**src/rtl/round_judge.sv**
```systemverilog
// Reaction-game round judge: loads a target pattern, samples the player switches on
// divider ticks, and scores each round. Optional feature macro: MISS_LIMIT_EN.
module round_judge #(
  parameter int unsigned ROUNDS = 10,
  parameter int unsigned WINDOW = 4
) (
  input  logic       board_clk,
  input  logic       rst_btn,
  input  logic       start,
  input  logic       tick,
  input  logic [3:0] SW,
  input  logic [3:0] pattern,
  output logic       pat_req,
  output logic [3:0] target,
  output logic       roundres,
  output logic       round_done,
  output logic [3:0] count,
  output logic [3:0] score,
  output logic       game
);

  localparam logic [2:0] IDLE  = 3'd0;
  localparam logic [2:0] LOAD  = 3'd1;
  localparam logic [2:0] CAPT  = 3'd2;
  localparam logic [2:0] PLAY  = 3'd3;
  localparam logic [2:0] JUDGE = 3'd4;
  localparam logic [2:0] OVER  = 3'd5;

  localparam logic [3:0] ROUNDS_L = 4'(ROUNDS);
  localparam logic [3:0] WINDOW_L = 4'(WINDOW);

  logic [2:0] state;
  logic [3:0] tick_cnt;
  logic       sw_match;
  logic       window_end;
  logic       miss_stop;

  assign sw_match   = (SW == target);
  assign window_end = (tick_cnt == WINDOW_L - 4'd1);

`ifdef MISS_LIMIT_EN
  logic [1:0] miss_cnt;

  always_ff @(posedge board_clk) begin
    if (rst_btn) begin
      miss_cnt <= '0;
    end else if (((state == IDLE) || (state == OVER)) && start) begin
      miss_cnt <= '0;
    end else if ((state == PLAY) && tick) begin
      if (sw_match)
        miss_cnt <= '0;
      else if (window_end)
        miss_cnt <= miss_cnt + 2'd1;
    end
  end

  assign miss_stop = (miss_cnt == 2'd3);
`else
  assign miss_stop = 1'b0;
`endif

  // roundres/count/score update on the deciding tick so they are already valid
  // during the JUDGE cycle that carries round_done.
  always_ff @(posedge board_clk) begin
    if (rst_btn) begin
      state    <= IDLE;
      tick_cnt <= '0;
      target   <= '0;
      roundres <= 1'b0;
      count    <= '0;
      score    <= '0;
    end else begin
      case (state)
        IDLE, OVER: begin
          if (start) begin
            state    <= LOAD;
            target   <= '0;
            roundres <= 1'b0;
            count    <= '0;
            score    <= '0;
          end
        end
        LOAD: state <= CAPT;
        CAPT: begin
          target   <= pattern;
          tick_cnt <= '0;
          state    <= PLAY;
        end
        PLAY: begin
          if (tick) begin
            if (sw_match) begin
              roundres <= 1'b1;
              count    <= count + 4'd1;
              score    <= score + 4'd1;
              state    <= JUDGE;
            end else if (window_end) begin
              roundres <= 1'b0;
              count    <= count + 4'd1;
              state    <= JUDGE;
            end else begin
              tick_cnt <= tick_cnt + 4'd1;
            end
          end
        end
        JUDGE: state <= ((count == ROUNDS_L) || miss_stop) ? OVER : LOAD;
        default: state <= IDLE;
      endcase
    end
  end

  assign pat_req    = (state == LOAD);
  assign round_done = (state == JUDGE);
  assign game       = (state == LOAD) || (state == CAPT) || (state == PLAY) || (state == JUDGE);

endmodule

```
**config.mk**
```make
export PLATFORM = sky130hd
export DESIGN_NAME = round_judge
export DESIGN_NICKNAME = d
export VERILOG_FILES = /design/src/rtl/round_judge.sv
export SDC_FILE = /design/constraint.sdc
export NUM_CORES = 1
export LEC_CHECK = 0
export BUFFER_PORTS_ARGS = -buffer_cell sky130_fd_sc_hd__clkbuf_2
export CORE_UTILIZATION = 45
export DETAILED_ROUTE_END_ITERATION = 10
export PLACE_DENSITY = 0.69
export SLEW_MARGIN = 20
export SYNTH_ARGS = -nofsm -noshare
export SYNTH_HDL_FRONTEND = slang
export SYNTH_SLANG_ARGS = --single-unit
```
**constraint.sdc**
```tcl
create_clock -name board_clk -period 1.9 [get_ports board_clk]
set_input_delay 0.095 -clock board_clk [delete_from_list [all_inputs] [get_ports board_clk]]
set_output_delay 0.095 -clock board_clk [all_outputs]
set_load 0.02 [all_outputs]
```
==> results of run 1 <==
power groups by stage:
stage                     Sequential (mW)  Clock [mW]  Combinational, mW
after detailed placement            0.580           0              0.603
after global routing                0.590       0.283              0.669
after floorplan                     0.541           0              0.495
after CTS                           0.572       0.263              0.607
after global placement              0.573           0              0.599
final                               0.576       0.250              0.603
worst max path at each step:
stage          slack, ps        start        to
4_1_cts               60  tick_cnt[0]  count[3]
6_report              90  tick_cnt[0]  count[3]
5_1_grt                3  tick_cnt[1]  count[3]
3_3_place_gp         200     state[1]  count[0]
3_5_place_dp          90  tick_cnt[0]  count[3]
2_1_floorplan        350    target[0]  count[3]
layout make-up:
class | instances | share of cell area [%]
clock buffers | 4 | 2.397
inverters | 7 | 1.736
multi-input cells | 110 | 55.37
flip-flops and latches | 20 | 26.53
well taps | 31 | 2.562
repair buffers | 32 | 11.41
cells in the mapped netlist, drive strengths merged (2+ instances only):
library cell,number
and4,2
nand3,7
o211a,2
a22oi,5
inv,7
nand4,3
xnor2,4
nand2b,3
o21ai,3
o21a,2
o211ai,2
buf,5
or4,3
ha,4
and4b,2
nand2,11
nor2,14
nand3b,2
clkbuf,2
nand4b,2
nor3b,5
a211oi,3
dfxtp,20
nor3,5
a21oi,6
o22ai,2
a31oi,3
flip-flops by register name, indices dropped and copies added, names as in the netlist:
| register | count |
|---|---|
| tick_cnt | 4 |
| target | 4 |
| state | 3 |
| count | 4 |
| score | 4 |
| roundres | 1 |
routing by layer:
| metal | GRT usage (%) | up-vias | part of all wire (%) |
|---|---|---|---|
| met1 | 27.13 | 586 | 43 |
| met3 | 2.791 | 4 | 3.4 |
| met5 | 0 | - | 0 |
| met4 | 8.214 | 0 | 1.2 |
| met2 | 36.49 | 31 | 53 |
| li1 | - | 602 | - |
critical path: cells and delay by family, from the launching register on:
family / cells / cell delay (ps)
compound gates: 2 / 410
fa+ha+maj: 1 / 200
flops: 1 / 390
simple gates: 2 / 720
logic make-up (layout without fill, tap and decap cells):
| kind of cell | after synthesis | count (layout) |
|---|---|---|
| xor+xnor | 4 | 4 |
| buf+inv | 14 | 43 |
| flops | 20 | 20 |
| fa+ha+maj | 4 | 4 |
| compound gates | 35 | 35 |
| simple gates | 67 | 67 |
==> parameters.txt, run 1 <==
Parameter                              Value

Drt
  Vias per std cell ... 5.995
  DRC viols ... 0
  Iteration-0 DRC Markers ... between 50 and 60
  Average wire per standard cell ... 15.02 µm
  1st-pass router iterations ... 4
  DRT Wirelength ... ~3 mm
  Count of vias placed by the detailed router ... roughly 1,200
  DRT antenna net count ... 0

Min path
  Hold Path Origin ... pattern[2]
  Cell count of the worst hold path ... 3
  Worst-case hold path end point ... target[2]
  Type of the tightest min-delay check ... in -> reg

Placement
  DP Worst Slack ... between 90 and 100 ps
  Final GP Congestion ... ~0.76
  Post-DP HPWL ... ~2.3 mm
  Number of cells after detailed placement ... 200
  # port buffers ... 27
  Instance area after placement ... 1470 µm²

Setup path
  Maximum single-stage delay on the critical path ... 410 ps
  R2r worst-path depth ... 5
  Internal reg-to-reg setup slack ... 90 ps
  Sequence of cells on the critical path ... ha_1 > nor3b_4 > a41oi_2 > or3_1 > a221oi_2
  Nature of the critical path startpoint ... flip-flop
  Required time of the worst setup path ... between 2000 and 2500 ps
  Worst endpoint data arrival time ... 2020 ps
  Reg-to-reg startpoint ... tick_cnt[0]
  Startpoint-to-endpoint class of the critical path ... reg -> reg
  Kind of capture point of the worst setup path ... flip-flop
  Max stage delay cell, worst path ... sky130_fd_sc_hd__or3_1
  Max FO, Critical Path ... 4
  Crit Reg-Reg Endpoint ... count[3]

Power and ir drop
  Internal power of the cells ... 0.8370 mW
  Part of the total power dissipated in combinational logic ... 42.2%
  Power per standard cell area ... 944.4 nW/µm²
  Leakage power ... 0.6280 nW
  Part of the total power dissipated in sequential elements ... 40.3%
  Worst IR Drop VDD ... 0.6879 mV
  Switching power summed over all nets ... 0.5928 mW
  Switching Fraction ... 41.46%
  Final Total Pwr ... 1.430 mW
  Clock share of power ... 17.5%

CTS
  Latest clock arrival within the worst-skew pair ... 300 ps
  Post-CTS setup buffer count ... 0
  Clock transition at path regs ... 120 ps
  CTS tree ... built
  Worst-case clock buffer depth ... 2
  Number of buffers created by CTS ... 3
  H-tree level count ... 1
  Clock tree root buffer cell ... sky130_fd_sc_hd__clkbuf_4
  Hold-fix buffers, CTS ... 0
  Number of sinks on the clock net ... 20
  Number of cells upsized or downsized after cts ... 0

Finish
  Fillers ... 264
  Area grow syn2layout ... 16.80%
  Share of cells above drive strength 1 ... 31.79%
  Most common cell after layout, fill and taps aside ... sky130_fd_sc_hd__clkbuf_2
  Share of the core filled with cells ... 55.38%
  Multi-input combinational cell area ... between 800 and 900 µm²
  Register area ... 401.6 µm²
  Number of cells in the finished layout apart from fillers ... 204
  Number of diodes added for antenna fixing ... 0
  Final Cell Area ... approximately 1500 µm²
  Commonest non-fill, non-tap cells in the layout ... 27 x sky130_fd_sc_hd__clkbuf_2, 19 x sky130_fd_sc_hd__dfxtp_1, 14 x sky130_fd_sc_hd__nor2_1
  Final net count ... 190

Global route
  Largest net degree at the start of global routing ... 22
  Initial antenna violation count ... 0
  Global-route congestion overflow total ... 0
  Wire length of the first global-routing pass ... 5.271 mm
  Vias in the first global route ... 1,157
  Overall fraction of global-route tracks in use ... 21.29%

STA
  Skew final ... 4.288 ps
  Number of failing hold endpoints at the final stage ... 0
  Minimum clock period after layout ... 1810 ps
  Max Clk Rate ... roughly 550 MHz
  Worst slew margin relative to its limit ... 63.04%
  Min setup slack post-route ... between 90 and 100 ps
  TNS Setup ... 0 ps
  Setup-failing EPs final ... 0
  RSZ-0062 raised after global routing ... no
  Final worst hold slack ... 26.24 ps
  Slew @ Worst Pin ... 553.6 ps
  Final worst-path cycle share ... 95.24%
  Count of final max-slew check failures ... 0

Floorplanning
  Die width ... between 50 and 60 µm
  Area of the core ... 2734 µm²
  Die H ... 55.67 µm
  Total Die Area ... about 3100 µm²
  Starting density of the core ... 47.41%
  IO Pins ... 28
  Placement Rows ... 19

Synthesis
  Fraction of synthesized cell area in xor and xnor cells ... 5.019%
  Post-synthesis average cell area ... between 9 and 10 µm²
  Main area contributors after synthesis ... sky130_fd_sc_hd__dfxtp_1 31%, sky130_fd_sc_hd__xnor2_2 5.0%, sky130_fd_sc_hd__nor2_1 4.1%
  Unique masters post-synth ... 50
  Synthesized-area fraction occupied by ao, oa, aoi and oai cells ... 21.72%
  Yosys warning total ... 0
  Synthesized net count ... 160
  Adder and majority gate portion of the synthesized area ... under 10%
  Simple-gate portion of the synthesized area ... 33.59%
  Count of flip-flops with a built-in enable after synthesis ... 0
  Multiplexer area fraction after synthesis ... 0%
  Cell taking the most area after synthesis ... sky130_fd_sc_hd__dfxtp_1
  Share of the synthesized area in the top cell type ... a little under a third
  Synth Cell Area ... 1296 µm²
  FF+latch count, synth ... 20
  Main combinational cell family by area after synthesis ... simple AND/OR/NAND/NOR gates
  Ys flop type ... sky130_fd_sc_hd__dfxtp_1
  Proportion of synthesized chip area in sequential cells ... 30.89%
  Synthesized netlist cell count ... 144
  Proportion of register bits with asynchronous set or reset after synthesis ... 0%

Job
  Max-cap violation count ... 0

Status
  Outcome ... completed
No activity file was read; power rests on OpenSTA's default activity.
==> inputs of run 2 (changes only) <==
--- a/config.mk
+++ b/config.mk
@@ -6,9 +6,9 @@
 export NUM_CORES = 1
 export LEC_CHECK = 0
 export BUFFER_PORTS_ARGS = -buffer_cell sky130_fd_sc_hd__clkbuf_2
-export CORE_UTILIZATION = 45
+export CORE_UTILIZATION = 40
 export DETAILED_ROUTE_END_ITERATION = 10
-export PLACE_DENSITY = 0.69
+export PLACE_DENSITY = 0.63
 export SLEW_MARGIN = 20
 export SYNTH_ARGS = -nofsm -noshare
 export SYNTH_HDL_FRONTEND = slang
==> run 2 against run 1 <==
Critical path depth down 1. First-iteration DRC count down 3.4%. Design area up 0.66%. Routed wire length up 2.6%. Count of clock-buffer cells in the layout down 1. Flip-flop and latch count unchanged. Register-to-register slack better by 95 ps. Worst setup slack better by 95 ps. Clock skew up 2.2 ps. Highest routed layer unchanged.
==> parameters.txt, run 2 (synthesized netlist as in run 1, its figures left out) <==
Parameter                              Value

CTS
  Post-CTS setup buffer count ... 0
  Number of buffers created by CTS ... 3
  Latest clock arrival within the worst-skew pair ... about 300 ps
  Worst-case clock buffer depth ... 2
  Clock transition at path regs ... 120 ps
  H-tree level count ... 1
  Clock tree root buffer cell ... sky130_fd_sc_hd__clkbuf_4
  Number of sinks on the clock net ... 20
  Number of cells upsized or downsized after cts ... 0
  CTS tree ... built
  Hold-fix buffers, CTS ... 0

Finish
  Share of the core filled with cells ... 49.92%
  Share of cells above drive strength 1 ... 31.61%
  Final net count ... about 190
  Number of cells in the finished layout apart from fillers ... 218
  Most common cell after layout, fill and taps aside ... sky130_fd_sc_hd__clkbuf_2
  Number of diodes added for antenna fixing ... 0
  Area grow syn2layout ... 17.57%
  Commonest non-fill, non-tap cells in the layout ... 27 x sky130_fd_sc_hd__clkbuf_2, 20 x sky130_fd_sc_hd__dfxtp_1, 14 x sky130_fd_sc_hd__nor2_1

Global route
  Global-route congestion overflow total ... 0
  Largest net degree at the start of global routing ... 22
  Met1 demand-to-capacity share in global routing ... ~29%
  GR Layer Usage met3 ... 3.077%
  Initial antenna violation count ... 0
  Routing usage on met2 ... 30.68%
  Wire length of the first global-routing pass ... 5.299 mm
  Layer with the highest usage after global routing ... met2
  Vias in the first global route ... around 1,100
  Overall fraction of global-route tracks in use ... 20.03%

Setup path
  Kind of capture point of the worst setup path ... flip-flop
  Startpoint-to-endpoint class of the critical path ... reg -> reg
  Combined buffer and inverter count along the critical path ... 0
  Family with the most delay on the worst path ... compound AO/OA/AOI/OAI gates
  Required time of the worst setup path ... between 2000 and 2500 ps
  Worst endpoint data arrival time ... 1920 ps
  Maximum single-stage delay on the critical path ... 600 ps
  Internal reg-to-reg setup slack ... about 190 ps
  Max stage delay cell, worst path ... sky130_fd_sc_hd__dfxtp_1
  Reg-to-reg startpoint ... state[1]
  Nature of the critical path startpoint ... flip-flop
  Sequence of cells on the critical path ... and4b_1 > a211oi_4 > nor2_1 > a2111oi_2
  R2r worst-path depth ... 4
  Max FO, Critical Path ... 12
  Crit Reg-Reg Endpoint ... count[0]

STA
  Max Clk Rate ... 583.3 MHz
  RSZ-0062 raised after global routing ... no
  Final worst hold slack ... 31.00 ps
  Setup-failing EPs final ... 0
  Skew final ... 6.510 ps
  Minimum clock period after layout ... about 1700 ps
  Count of final max-slew check failures ... 0
  Min setup slack post-route ... 185.7 ps
  Number of failing hold endpoints at the final stage ... 0
  Worst slew margin relative to its limit ... ~71%
  TNS Setup ... 0 ps
  Slew @ Worst Pin ... 431.2 ps
  Final worst-path cycle share ... 90.22%

Min path
  Cell count of the worst hold path ... 3
  Type of the tightest min-delay check ... in -> reg
  Worst-case hold path end point ... target[3]
  Hold Path Origin ... pattern[3]

Power and ir drop
  Worst IR Drop VDD ... 0.3735 mV
  Power per standard cell area ... around 940 nW/µm²
  Leakage power ... 0.6336 nW

Placement
  DP Worst Slack ... 212.7 ps
  Final GP Congestion ... approximately 0.86
  # port buffers ... 27
  Post-DP HPWL ... 2.457 mm
  Number of cells after detailed placement ... 215

Drt
  Vias per std cell ... 5.459
  DRT Wirelength ... approximately 3.1 mm
  DRT antenna net count ... 0
  Iteration-0 DRC Markers ... 57
  DRC viols ... 0
  Average wire per standard cell ... 14.42 µm
  Count of vias placed by the detailed router ... about 1,200
  1st-pass router iterations ... 4

Status
  Outcome ... completed

Floorplanning
  Placement Rows ... 20
  Starting density of the core ... 42.46%
  Die H ... 58.93 µm
  IO Pins ... 28
  Area of the core ... 3053 µm²
  Total Die Area ... 3472 µm²
  Die width ... 58.93 µm

Job
  Max-cap violation count ... 0
==> run 2: stage by stage <==
stage	cell area (µm²)	power [mW]
4_1_cts	1524	1.436
3_3_place_gp	1501	1.222
6_report	1524	1.432
3_5_place_dp	1501	1.236
5_1_grt	1524	1.542
2_1_floorplan	1296	1.036
==> run 2: cell type report <==
class / instances / area, µm²
inverter: 7 / 26.28
timing repair buffer: 34 / 187.7
tap: 44 / 55.05
multi-input combinational: 110 / 832.0
clock buffer: 3 / 22.52
sequential: 20 / 400.4
fill: 307 / 1529
==> run 2: worst reg2reg max path, cell delays in order, from the launching register on <==
cell and delay (ps):
sky130_fd_sc_hd__dfxtp_1 600, sky130_fd_sc_hd__and4b_1 290, sky130_fd_sc_hd__a211oi_4 300, sky130_fd_sc_hd__nor2_1 90
sky130_fd_sc_hd__a2111oi_2 350
==> run 2: how the worst max path moves through the flow <==
| stage | start | endpoint | slack, ps | cells past startpoint |
|---|---|---|---|---|
| finish | state[1] | count[0] | 190 | 4 |
| floorplan | target[0] | count[3] | 350 | 4 |
| global route | tick_cnt[0] | count[3] | 7 | 5 |
| detailed placement | state[1] | count[0] | 210 | 4 |
| CTS | state[1] | count[0] | 180 | 4 |
| global placement | state[1] | count[0] | 260 | 4 |
==> run 2: metal layers <==
| layer | wire length (µm) | up-vias |
|---|---|---|
| met2 | 1513 | 19 |
| li1 | - | 605 |
| met1 | 1489 | 560 |
| met3 | 97 | 6 |
| met5 | 0 | - |
| met4 | 44 | 0 |
==> run 2: where the power goes <==
| part | internal, mW | switching [mW] | leakage, nW |
|---|---|---|---|
| sequential | 0.459 | 0.0932 | 0.162 |
| combinational | 0.283 | 0.392 | 0.458 |
| clock | 0.0739 | 0.131 | 0.0138 |
| total | 0.816 | 0.615 | 0.634 |
==> inputs of run 3 (changes only) <==
--- a/config.mk
+++ b/config.mk
@@ -6,9 +6,10 @@
 export NUM_CORES = 1
 export LEC_CHECK = 0
 export BUFFER_PORTS_ARGS = -buffer_cell sky130_fd_sc_hd__clkbuf_2
-export CORE_UTILIZATION = 40
+export CORE_UTILIZATION = 46
+export CTS_BUF_LIST = sky130_fd_sc_hd__clkbuf_2 sky130_fd_sc_hd__clkbuf_4 sky130_fd_sc_hd__clkbuf_8
 export DETAILED_ROUTE_END_ITERATION = 10
-export PLACE_DENSITY = 0.63
+export PLACE_DENSITY = 0.7
 export SLEW_MARGIN = 20
 export SYNTH_ARGS = -nofsm -noshare
 export SYNTH_HDL_FRONTEND = slang
==> run 3 against run 2 <==
Global-route usage grew 3.0 points. Total power grew 7.6%. Worst setup slack lost 130 ps. Flip-flop and latch count is the same. Non-clock buffer count shrank 3.
==> parameters.txt, run 3 (synthesized netlist as in run 1, its figures left out) <==
Parameter                              Value

Setup path
  Worst endpoint data arrival time ... 2080 ps
  Maximum single-stage delay on the critical path ... around 420 ps
  Internal reg-to-reg setup slack ... between 50 and 60 ps
  Sequence of cells on the critical path ... ha_1 > nor3b_2 > a41oi_2 > or3_1 > a221oi_2
  R2r worst-path depth ... 5
  Required time of the worst setup path ... 2140 ps
  Family with the most delay on the worst path ... simple AND/OR/NAND/NOR gates
  Crit Reg-Reg Endpoint ... count[3]
  Max stage delay cell, worst path ... sky130_fd_sc_hd__dfxtp_1
  Startpoint-to-endpoint class of the critical path ... reg -> reg
  Reg-to-reg startpoint ... tick_cnt[0]
  Number of stages on the worst setup path ... 5
  Nature of the critical path startpoint ... flip-flop
  Kind of capture point of the worst setup path ... flip-flop
  Combined buffer and inverter count along the critical path ... 0
  Max FO, Critical Path ... 4

Floorplanning
  Total Die Area ... 3034 µm²
  IO Pins ... 28
  Die H ... 55.09 µm
  Area of the core ... 2567 µm²
  Starting density of the core ... 50.49%
  Placement Rows ... 18
  Die width ... 55.09 µm

Global route
  Vias in the first global route ... 1,118
  Largest net degree at the start of global routing ... 22
  Overall fraction of global-route tracks in use ... 23.04%
  Global-route congestion overflow total ... 0
  Initial antenna violation count ... 0
  Wire length of the first global-routing pass ... between 4 and 5 mm

Power and ir drop
  Clock share of power ... 23.6%
  Part of the total power dissipated in sequential elements ... 37.3%
  Part of the total power dissipated in combinational logic ... 39.1%
  Internal power of the cells ... 0.9289 mW
  Power per standard cell area ... ~1000 nW/µm²
  Switching power summed over all nets ... 0.6117 mW
  Worst IR Drop VDD ... slightly below 0.9 mV
  Leakage power ... between 0.6 and 0.7 nW
  Switching Fraction ... between 30 and 40%

Min path
  Worst-case hold path end point ... target[1]
  Hold Path Origin ... pattern[1]
  Cell count of the worst hold path ... 3
  Type of the tightest min-delay check ... in -> reg

STA
  Max Clk Rate ... 542.7 MHz
  RSZ-0062 raised after global routing ... no
  Skew final ... approximately 1 ps
  Final worst hold slack ... 8.085 ps
  Final worst-path cycle share ... 96.97%
  TNS Setup ... 0 ps
  Min setup slack post-route ... 57.50 ps
  Minimum clock period after layout ... 1843 ps
  Slew @ Worst Pin ... 544.9 ps
  Worst slew margin relative to its limit ... between 60 and 70%
  Count of final max-slew check failures ... 0
  Number of failing hold endpoints at the final stage ... 0
  Setup-failing EPs final ... 0

Finish
  Fillers ... 235
  Number of diodes added for antenna fixing ... 0
  Final net count ... 189
  Share of cells above drive strength 1 ... a little under a third
  Final Cell Area ... about 1500 µm²
  Commonest non-fill, non-tap cells in the layout ... 27 x sky130_fd_sc_hd__clkbuf_2, 20 x sky130_fd_sc_hd__dfxtp_1, 14 x sky130_fd_sc_hd__nor2_1
  Most common cell after layout, fill and taps aside ... sky130_fd_sc_hd__clkbuf_2
  Area grow syn2layout ... 16.80%

CTS
  Number of cells upsized or downsized after cts ... 0
  Worst-case clock buffer depth ... 2
  H-tree level count ... 1
  Latest clock arrival within the worst-skew pair ... just over 300 ps
  Clock tree root buffer cell ... sky130_fd_sc_hd__clkbuf_4
  Number of buffers created by CTS ... 3
  Number of sinks on the clock net ... 20
  Clock transition at path regs ... about 120 ps
  CTS tree ... built
  Hold-fix buffers, CTS ... 0
  Post-CTS setup buffer count ... 0

Placement
  Instance area after placement ... 1461 µm²
  DP Worst Slack ... 144.6 ps
  # port buffers ... 27
  Post-DP HPWL ... around 2.4 mm
  Final GP Congestion ... 0.8005

Job
  Max-cap violation count ... 0

Drt
  DRT Wirelength ... 3.075 mm
  Vias per std cell ... 6.153
  DRC viols ... 0
  Iteration-0 DRC Markers ... 29
  Count of vias placed by the detailed router ... 1,243
  Average wire per standard cell ... 15.22 µm
  1st-pass router iterations ... 4
  DRT antenna net count ... 0

Status
  Outcome ... completed
-- run 3: worst max path at each step --
stage,start,endpoint,slack (ps)
CTS,tick_cnt[0],count[3],80
global route,tick_cnt[0],count[3],4
global placement,tick_cnt[0],count[3],140
detailed placement,tick_cnt[0],count[3],140
finish,tick_cnt[0],count[3],60
floorplan,target[0],count[3],350
-- run 3: power groups by stage --
stage | Sequential (mW) | Combinational [mW] | Clock [mW]
final | 0.575 | 0.602 | 0.363
after global routing | 0.590 | 0.649 | 0.376
after CTS | 0.572 | 0.606 | 0.365
after detailed placement | 0.581 | 0.603 | 0
after global placement | 0.576 | 0.598 | 0
after floorplan | 0.541 | 0.495 | 0
-- run 3: cell type report --
cell class,count,area (µm²),area share [%]
timing repair buffer,31,165.2,10.91
tap,30,37.54,2.479
clock buffer,3,22.52,1.488
clock inverter,1,30.03,1.983
multi-input combinational,110,832.0,54.96
sequential,20,400.4,26.45
inverter,7,26.28,1.736
-- run 3: stage by stage --
step,total power [mW],instances,util [%]
finish,1.541,202,58.97
global route,1.615,202,58.97
CTS,1.543,202,58.97
detailed placement,1.184,198,56.92
global placement,1.173,198,56.92
floorplan,1.036,144,-
-- run 3: routing by layer --
| metal | part of all wire (%) | GRT usage (%) | up-vias |
|---|---|---|---|
| li1 | - | - | 597 |
| met1 | 44 | 28.85 | 581 |
| met2 | 47 | 38.35 | 54 |
| met3 | 6.2 | 4.098 | 11 |
| met4 | 2.5 | 10.00 | 0 |
| met5 | 0 | 0 | - |
-- run 3: worst reg2reg max path, delay by kind of cell (launching register included) --
family                   cells  cell delay (ps)
AND/OR/NAND/NOR              2              740
adder cells (fa/ha/maj)      1              220
flip-flops                   1              420
AO/OA/AOI/OAI                2              390
